===== src/rtl/adder_bist_pkg.sv =====
// rtl/adder_bist_pkg.sv - shared types and constants for the adder BIST controller
package adder_bist_pkg;

  localparam int VEC_W       = 9;
  localparam int RES_W       = 5;
  localparam int DEF_LATENCY = 2;

  typedef enum logic [1:0] {
    ST_IDLE,
    ST_RUN,
    ST_DRAIN,
    ST_DONE
  } bist_state_e;

  // Full 5-bit sum of the vector {cin, b, a}; the carry is kept, never truncated.
  function automatic logic [RES_W-1:0] expected_sum(input logic [VEC_W-1:0] vec);
    return {1'b0, vec[3:0]} + {1'b0, vec[7:4]} + {4'b0000, vec[8]};
  endfunction

endpackage


===== src/rtl/adder_bist_ctrl_exp_delay_line.sv =====
// rtl/adder_bist_ctrl_exp_delay_line.sv - fixed-depth delay line with valid bit
module exp_delay_line #(
  parameter int DEPTH = 2,
  parameter int WIDTH = 14
) (
  input  logic             clk,
  input  logic             rst_n,
  input  logic             clr,
  input  logic             s_tvalid,
  input  logic [WIDTH-1:0] s_tdata,
  output logic             m_tvalid,
  output logic [WIDTH-1:0] m_tdata
);

  logic [DEPTH-1:0] vld_q;
  logic [WIDTH-1:0] dat_q [DEPTH];

  always_ff @(posedge clk or negedge rst_n) begin
    if (!rst_n) begin
      vld_q <= '0;
      for (int i = 0; i < DEPTH; i++) dat_q[i] <= '0;
    end else if (clr) begin
      vld_q <= '0;
      for (int i = 0; i < DEPTH; i++) dat_q[i] <= '0;
    end else begin
      vld_q[0] <= s_tvalid;
      dat_q[0] <= s_tdata;
      for (int i = 1; i < DEPTH; i++) begin
        vld_q[i] <= vld_q[i-1];
        dat_q[i] <= dat_q[i-1];
      end
    end
  end

  assign m_tvalid = vld_q[DEPTH-1];
  assign m_tdata  = dat_q[DEPTH-1];

endmodule


===== src/rtl/adder_bist_ctrl.sv =====
// rtl/adder_bist_ctrl.sv - exhaustive 4-bit adder self-test sequencer and checker
module adder_bist_ctrl
  import adder_bist_pkg::*;
#(
  parameter int LATENCY = DEF_LATENCY,
  parameter int ERR_W   = 8
) (
  input  logic             clk,
  input  logic             rst_n,
  input  logic             start,
  output logic [3:0]       a_out,
  output logic [3:0]       b_out,
  output logic             cin_out,
  input  logic [4:0]       c_in,
  output logic             busy,
  output logic             done,
  output logic             pass,
  output logic [ERR_W-1:0] err_count,
  output logic [8:0]       first_fail
);

  localparam int DRAIN_W = (LATENCY > 1) ? $clog2(LATENCY) : 1;
  localparam logic [DRAIN_W-1:0] DRAIN_LAST = DRAIN_W'(LATENCY - 1);
  localparam int PIPE_W = VEC_W + RES_W;

  bist_state_e        state_q, state_d;
  logic               start_run;
  logic [VEC_W-1:0]   vec_cnt;
  logic [DRAIN_W-1:0] drain_cnt;
  logic               cmp_valid;
  logic [PIPE_W-1:0]  cmp_data;
  logic [VEC_W-1:0]   cmp_idx;
  logic [RES_W-1:0]   cmp_exp;
  logic               mismatch;

  always_comb begin
    state_d   = state_q;
    start_run = 1'b0;
    case (state_q)
      ST_IDLE, ST_DONE: begin
        if (start) begin
          state_d   = ST_RUN;
          start_run = 1'b1;
        end
      end
      ST_RUN:   if (vec_cnt == '1) state_d = ST_DRAIN;
      ST_DRAIN: if (drain_cnt == DRAIN_LAST) state_d = ST_DONE;
      default:  state_d = ST_IDLE;
    endcase
  end

  // vec_cnt doubles as the operand register; it wraps to 0 leaving RUN so
  // the operands read 0 outside RUN without extra gating.
  always_ff @(posedge clk or negedge rst_n) begin
    if (!rst_n) begin
      state_q   <= ST_IDLE;
      vec_cnt   <= '0;
      drain_cnt <= '0;
    end else begin
      state_q <= state_d;
      if (start_run) vec_cnt <= '0;
      else if (state_q == ST_RUN) vec_cnt <= vec_cnt + 1'b1;
      if (state_q == ST_DRAIN && drain_cnt != DRAIN_LAST) drain_cnt <= drain_cnt + 1'b1;
      else drain_cnt <= '0;
    end
  end

  exp_delay_line #(
    .DEPTH (LATENCY),
    .WIDTH (PIPE_W)
  ) u_exp_delay_line (
    .clk      (clk),
    .rst_n    (rst_n),
    .clr      (start_run),
    .s_tvalid (state_q == ST_RUN),
    .s_tdata  ({vec_cnt, expected_sum(vec_cnt)}),
    .m_tvalid (cmp_valid),
    .m_tdata  (cmp_data)
  );

  assign cmp_idx  = cmp_data[PIPE_W-1:RES_W];
  assign cmp_exp  = cmp_data[RES_W-1:0];
  assign mismatch = cmp_valid && (cmp_exp != c_in);

  // A zero error count marks the first mismatch of the run.
  always_ff @(posedge clk or negedge rst_n) begin
    if (!rst_n) begin
      err_count  <= '0;
      first_fail <= '0;
    end else if (start_run) begin
      err_count  <= '0;
      first_fail <= '0;
    end else if (mismatch) begin
      if (err_count == '0) first_fail <= cmp_idx;
      if (err_count != '1) err_count <= err_count + 1'b1;
    end
  end

  assign a_out   = vec_cnt[3:0];
  assign b_out   = vec_cnt[7:4];
  assign cin_out = vec_cnt[8];
  assign busy    = (state_q == ST_RUN) || (state_q == ST_DRAIN);
  assign done    = (state_q == ST_DONE);
  assign pass    = done && (err_count == '0);

endmodule


===== config.mk =====
export PLATFORM = sky130hd
export DESIGN_NAME = adder_bist_ctrl
export DESIGN_NICKNAME = d
export VERILOG_FILES = /design/src/rtl/adder_bist_pkg.sv /design/src/rtl/adder_bist_ctrl_exp_delay_line.sv /design/src/rtl/adder_bist_ctrl.sv
export SDC_FILE = /design/constraint.sdc
export NUM_CORES = 1
export LEC_CHECK = 0
export CORE_MARGIN = 3
export CORE_UTILIZATION = 40
export DETAILED_ROUTE_END_ITERATION = 6
export GPL_ROUTABILITY_DRIVEN = 0
export PLACE_DENSITY = 0.68
export REMOVE_ABC_BUFFERS = 1
export SLEW_MARGIN = 20
export SYNTH_ARGS = -nofsm -noshare
export SYNTH_HDL_FRONTEND = slang
export SYNTH_HIERARCHICAL = 1
export SYNTH_SLANG_ARGS = --single-unit

===== constraint.sdc =====
create_clock -name clk -period 5.2 [get_ports clk]
set_input_delay 1.3 -clock clk [delete_from_list [all_inputs] [get_ports clk]]
set_output_delay 1.3 -clock clk [all_outputs]
set_load 0.05 [all_outputs]

==> summary.md, run 1 <==
The clock arrives with 0.00520 ns of skew. The logs give 0.524 for the sequential-to-total area share from yosys stat and 37 for the count of unique library cells instantiated by Yosys. The final routed wire length divided by cell count is 12.6 µm. Family with the most delay on the worst path: buffers and inverters. The number of antenna violations at the first check in global routing is 0.

Power spread over the standard cell area amounts to 430 nW/µm². After clock tree synthesis, the clock-pin slew on the worst setup and hold paths is 0.06 ns. For the sum of negative setup slack, the log shows 0 ns. The critical path goes through inv_1, ha_1, or4b_4, nor4_4, and2_2, clkdlybuf4s50_1. After global routing the overflow that remains totals 0. Summed over all layers, the routed wires come to 4.66 mm. The async set-reset flop share out of synthesis came out at 1.00.

The wire length of the first global-routing pass is 8.35 mm, and the post-synthesis to final-layout area growth is 16.7%. During placement, the flow inserted port buffers numbering 36. TritonCTS built the clock tree. Data on the critical path arrives at its endpoint at 2.61 ns. The most used flip-flop cell after synthesis is dfrtp_1.

In this design, the stage delay of the slowest critical-path cell is 0.79 ns. The post-synthesis instance area is 2820 µm², and the total CTS buffers is 9. The run gives 0.427 as the initial core utilization. The mean instance size in the synthesized netlist was 11.4 µm²; the number of flops mapped to enable cells by yosys was 0.

The slowest stage of the critical path belongs to the cell clkdlybuf4s50_1. The run finished with clean final reports. VDD sags by at most 0.000156 V. The final critical path time including I/O delays and setup is 3.91 ns, and the number of DRC markers after the initial detailed-route iteration is 81. The tools report the static leakage as 1.55 nW. Entering global routing, the biggest net connects 60 pins. The tools report the final count of pins violating max slew as 0.

The number of buffers and inverters on the critical path is 2. The run gives 2 as the worst-case clock buffer depth. The run gives 0 as the post-detailed-route count of antenna-violating nets. The required arrival time at the worst endpoint is 3.90 ns, and the total number of clock tree sinks is 59.

The repair_antennas step left the layout with diodes totalling 0. For the total count of hold-check failures in the final report, the log shows 0. The height of the die is 90.0 µm, and the clock insertion delay at the later pin of the skew report is 0.32 ns. After detailed routing, the number of remaining DRC violations is 0.

The share of cells above drive strength 1 was 0.159. The worst setup path is captured at an output port. The run gives 37 as the I/O pin count. Actual slew at the worst max-slew pin: 0.843 ns. The floorplan step defined a core boundary enclosing 6600 µm². Leaving out fill and tap cells, the most frequent cell in the layout is dfrtp_1. The tools report the cell at the root of the clock tree as clkbuf_8.

Setup violation total in the final timing report: 0. The path class of the tightest hold or removal check is flop to flop. The tools report the number of instances in the synthesized netlist as 247.

In this run the core area contains 29 standard-cell rows. The number of buffers inserted to repair setup after CTS came out at 0. The share of the clock period used by the worst path is 0.752.

The post-layout total power came out at 1.41 mW. After clock tree synthesis, the flow added hold-fix buffers numbering 0. Leaving out fill and tap cells, the most frequent cells in the layout are dfrtp_1 (59), clkdlybuf4s50_1 (35), nor2b_2 (24), nor2_1 (21). The setup path with the least slack is of type flop to output port. For the relative slew slack, the log shows 0.437. The count of instances resized after the clock tree is built was 0; the detailed placement HPWL was 3.09 mm. During synthesis, Yosys emitted a total of 6 warnings. The finished layout cell area was 3290 µm². The first-pass iteration count of the detailed router came out at 4. For the overall die area, the log shows 8090 µm². The level count of the clock H-tree is 3, and the number of flip-flops and latches in the synthesized netlist is 59. The logs give 0.128 for the total global-route track usage and 1,746 for the overall via count from detail_route. STA classifies the critical path startpoint as a flop. At the end of the flow, the number of nets in the layout was 292. The chip width was 90.0 µm; the maximum clock frequency was 256 MHz.

The number of global-route vias before repair was 1,747. Setup repair after global routing left no endpoint under its margin. The tools report the area of placed instances as 3130 µm². The number of max-cap violations is 0, and the highest fanout seen on the critical path is 6. Using the TritonRoute via totals, the vias-per-cell ratio works out to 4.73.
cell type report:
class | count | area, µm²
Tap cell | 93 | 116
Fill cell | 622 | 3310
Timing Repair Buffer | 37 | 363
Sequential cell | 59 | 1480
Clock inverter | 3 | 15.0
Multi-Input combinational cell | 152 | 1120
Inverter | 13 | 50.0
Clock buffer | 12 | 145
sequential cells by signal, summed over array words and instances, names as in the netlist:
name and count:
u_exp_delay_line/vld_q 2, u_exp_delay_line/dat_q 14, drain_cnt 1, vec_cnt 9
first_fail 9, state_q 2, u_exp_delay_line/m_tdata 14, err_count 8
cell usage after synthesis, types with 2 or more instances:
| master | number | share of area |
|---|---|---|
| dfrtp_1 | 59 | 0.52 |
| nor2b_2 | 24 | 0.075 |
| nor2_1 | 21 | 0.028 |
| buf_4 | 14 | 0.037 |
| inv_1 | 13 | 0.017 |
| mux2i_1 | 12 | 0.043 |
| nand3_1 | 11 | 0.020 |
| a21oi_1 | 10 | 0.018 |
| ha_1 | 10 | 0.044 |
| nor2b_1 | 8 | 0.018 |
| o21ai_0 | 8 | 0.014 |
| xnor2_1 | 8 | 0.025 |
| nand2_1 | 5 | 0.0067 |
| buf_6 | 4 | 0.016 |
| nand4_1 | 4 | 0.0089 |
| xor2_1 | 4 | 0.012 |
| and3_1 | 3 | 0.0067 |
| clkbuf_1 | 3 | 0.0040 |
| or3_1 | 3 | 0.0067 |
| buf_1 | 2 | 0.0027 |
| fa_1 | 2 | 0.014 |
| nand2b_1 | 2 | 0.0044 |
| o31ai_1 | 2 | 0.0053 |
| or4_1 | 2 | 0.0053 |
kinds of logic (layout without fill, tap and decap cells):
logic type	after synthesis	in the layout	synth area share
XOR/XNOR	12	12	0.0373
AND/OR/NAND/NOR	88	88	0.199
AO/OA/AOI/OAI	28	28	0.0613
flip-flops	59	59	0.524
adder cells (fa/ha/maj)	12	12	0.0586
buffers and inverters	36	65	0.0772
multiplexers	12	12	0.0426
metal layers:
metal  track usage  vias up  wire (µm)
li1              -      861          -
met1         0.180      842       2300
met2         0.182       41       2140
met3        0.0384        2        195
met4        0.0599        0         26
met5             0        -          0
power breakdown:
group | total (mW) | internal (mW) | switching, mW | leakage (nW)
sequential | 0.573 | 0.522 | 0.0510 | 0.804
combinational | 0.498 | 0.185 | 0.313 | 0.657
clock | 0.342 | 0.181 | 0.161 | 0.0860
path summary, 6_finish.rpt:
path / startpoint / end / slack (ns) / cells past startpoint
min in group asynchronous: rst_n / err_count[4] / 1.11 / 2
worst max register to register: state_q[0] / err_count[2] / 2.83 / 5
worst max-delay path: err_count[0] / pass / 1.29 / 6
max in group asynchronous: rst_n / u_exp_delay_line/m_tdata[11] / 3.60 / 2
worst min register to register: drain_cnt / drain_cnt / 0.41 / 1
worst min-delay path: drain_cnt / drain_cnt / 0.41 / 1
per-stage QoR:
step,hold slack (ns),std cells,util,worst slack [ns]
global route,0.414,369,0.498,1.17
global placement,0.394,354,0.474,1.63
detailed placement,0.399,354,0.474,1.61
finish,0.407,369,0.498,1.29
CTS,0.407,369,0.498,1.24
floorplan,0.386,224,-,2.08
(Power assumes the default switching activity.)
==> inputs of run 2 (changes only) <==
==> constraint.sdc (replaced) <==
create_clock -name clk -period 3.95 [get_ports clk]
set_input_delay 0.9875 -clock clk [delete_from_list [all_inputs] [get_ports clk]]
set_output_delay 0.9875 -clock clk [all_outputs]
set_load 0.05 [all_outputs]
==> run 2 against run 1 <==
Net effect:
- power grew 46%
- register-to-register slack got worse by 1.0 ns
- critical path depth unchanged
- largest power group unchanged
- largest cell class unchanged
- design area rose by 3.0%
==> summary.md, run 2 (synthesis results as in run 1) <==
The chip width came out at 90.0 µm (unchanged). The share of the clock period used by the worst path is 0.913, and the first-pass iteration count of the detailed router is 4 (unchanged). The worst hold path begins at drain_cnt.

The hold path depth works out to 1 (unchanged). The flow ran to the end, and the final reports show no timing, DRC or antenna violations. STA classifies the critical path startpoint as a flop. Nature of the critical path endpoint: an output port. The overall via count from detail_route was 1,760 (+0.80%). The library cell used most frequently in the layout, excluding fill and tap cells, is dfrtp_1.

The run gives 277 MHz as the maximum clock frequency. Counting I/O delays and the setup requirement, the final critical path takes 3.61 ns. Wire length of the first global-routing pass: 8.47 mm (+1.4%).

The final count of pins violating max slew is 0 (unchanged). The remaining routing DRC violations is 0 (unchanged), and the static leakage is 1.59 nW (+3.0%). Launch instance of the worst register-to-register path: err_count[0].

The tools report the combinational share of power as 0.319 (-0.033). The largest voltage drop on the vdd net was 0.000246 V (+58%); the level count of the clock H-tree was 3 (unchanged). The total CTS buffers is 9 (unchanged), and the via-per-instance ratio is 4.73 (about the same).

The final routed wire length divided by cell count came out at 13.2 µm (+4.6%). Setup repair after global routing left no endpoint under its margin. For the number of buffers added to fix hold violations after cts, the log shows 0 (unchanged). The proportion of total power due to net switching was 0.344 (-0.0279).

The total count of hold-check failures in the final report was 0 (unchanged); the number of DRC markers after the initial detailed-route iteration was 61 (-25%). The tools report the relative slew slack as 0.383 (-0.0546). The proportion of power drawn by flip-flops and latches was 0.364 (-0.041); the sum of negative setup slack was 0 ns (unchanged). Power density relative to cell area: 611 nW/µm² (+42%). The number of I/O port buffers was 36 (unchanged); the clock insertion delay at the later pin of the skew report was 0.33 ns (about the same). The worst-case clock buffer depth is 2 (unchanged), and the switching power is 0.712 mW (+35%).

The site row count was 29 (unchanged); the worst setup slack for register-to-register paths was 1.81 ns (-1.02 ns). For the I/O pin count, the log shows 37 (unchanged). The logs give 294 (+0.68%) for the number of nets in the layout and 2.96 ns (-0.94 ns) for the required arrival time at the worst endpoint. In this run the critical register-to-register path is captured at first_fail[0].

The tools report the post-detailed-route count of antenna-violating nets as 0 (unchanged). The pin count of the biggest net entering global routing is 54 (-10%), and the antenna diode count is 0 (unchanged). The logs give 1,769 (+1.3%) for the number of global-route vias before repair and 4.91 mm (+5.5%) for the total detailed-routing wirelength. TritonCTS built the clock tree. Actual slew at the worst max-slew pin: 0.926 ns (+0.0829 ns).

For the total grt overflow, the log shows 0 (unchanged). The critical path in this run is classified as flop to output port. The number of cells on the worst reg-to-reg path is 7 (+2), and the setup violation total in the final timing report is 0 (unchanged). In the layout the commonest cells are dfrtp_1 (59), clkdlybuf4s50_1 (35), nor2b_2 (24), nor2_1 (21), clkbuf_8 (13). The min-delay analysis places its worst path in the category flop to flop. The detailed placement HPWL is 3.24 mm (+4.7%).

The clock-pin slew reported for the worst setup and hold paths after clock tree synthesis was 0.06 ns (about the same); the post-synthesis to final-layout area growth was 20.3%. For hold timing, the worst endpoint is drain_cnt. The post-route core utilization was 0.513 (+0.0152); the number of max-cap violations was 0 (unchanged). The height of the die came out at 90.0 µm (unchanged). The internal portion of total power was 1.36 mW (+53%). The total global-route track usage is 0.129 (+0.00104). The cell at the root of the clock tree is clkbuf_8. Share of cells above drive strength 1: 0.176 (+0.0162). The logs give 0.316 (+0.074) for the clock power share and 0 (unchanged) for the count of instances resized after the clock tree is built. The signal arrival time at the worst endpoint is 2.62 ns (about the same), and the highest fanout seen on the critical path is 6 (unchanged).

For the number of antenna violations at the first check in global routing, the log shows 0 (unchanged). Floorplan core area: 6600 µm² (unchanged). For the total number of clock tree sinks, the log shows 59 (unchanged). The overall die area came out at 8090 µm² (unchanged). Initial core utilization: 0.427 (unchanged). The logs give 0 (unchanged) for the number of buffers inserted to repair setup after CTS and 0.00482 ns (-0.000388 ns) for the final clock skew.
run 2: worst max-delay path by stage:
| stage | from | end | slack (ns) | cells after the start |
|---|---|---|---|---|
| 2_1_floorplan | err_count[0] | pass | 1.15 | 5 |
| 3_3_place_gp | err_count[0] | pass | 0.70 | 6 |
| 3_5_place_dp | err_count[0] | pass | 0.68 | 6 |
| 4_1_cts | err_count[0] | pass | 0.31 | 6 |
| 5_1_grt | err_count[0] | pass | 0.22 | 6 |
| 6_report | err_count[0] | pass | 0.34 | 6 |
run 2: area by class of cell:
class                   instances  area [µm²]
clock inverters                 3        67.6
fillers                       597        3210
well taps                      93         116
clock buffers                  13         179
inverters                      13        48.8
repair buffers                 39         378
multi-input cells             152        1120
flip-flops and latches         59        1480
run 2: critical path, stage by stage, from the launching register on:
cell,delay (ns)
dfrtp_1,0.43
inv_1,0.09
ha_1,0.14
or4b_4,0.47
nor4_4,0.19
and2_2,0.18
clkdlybuf4s50_1,0.79
run 2: per-layer routing:
layer,GRT usage,routed length (µm),vias to the layer above
met1,0.173,2400,854
met3,0.0250,147,10
li1,-,-,868
met5,0,0,-
met4,0.0727,113,0
met2,0.197,2250,28
run 2: power by group through the flow:
stage	clock, mW	sequential, mW	combinational, mW
after floorplan	0	0.850	0.385
after global placement	0	0.762	0.663
after global routing	0.692	0.770	0.722
after CTS	0.669	0.756	0.672
after detailed placement	0	0.767	0.671
final	0.655	0.755	0.662
run 2: stage by stage:
step	worst slack (ns)	hold slack [ns]	area (µm²)	std cells	power [mW]
final	0.343	0.404	3390	372	2.07
after CTS	0.310	0.406	3390	372	2.10
after floorplan	1.15	0.386	2650	224	1.24
after global routing	0.216	0.447	3390	372	2.18
after detailed placement	0.681	0.397	3140	356	1.44
after global placement	0.696	0.394	3140	356	1.42
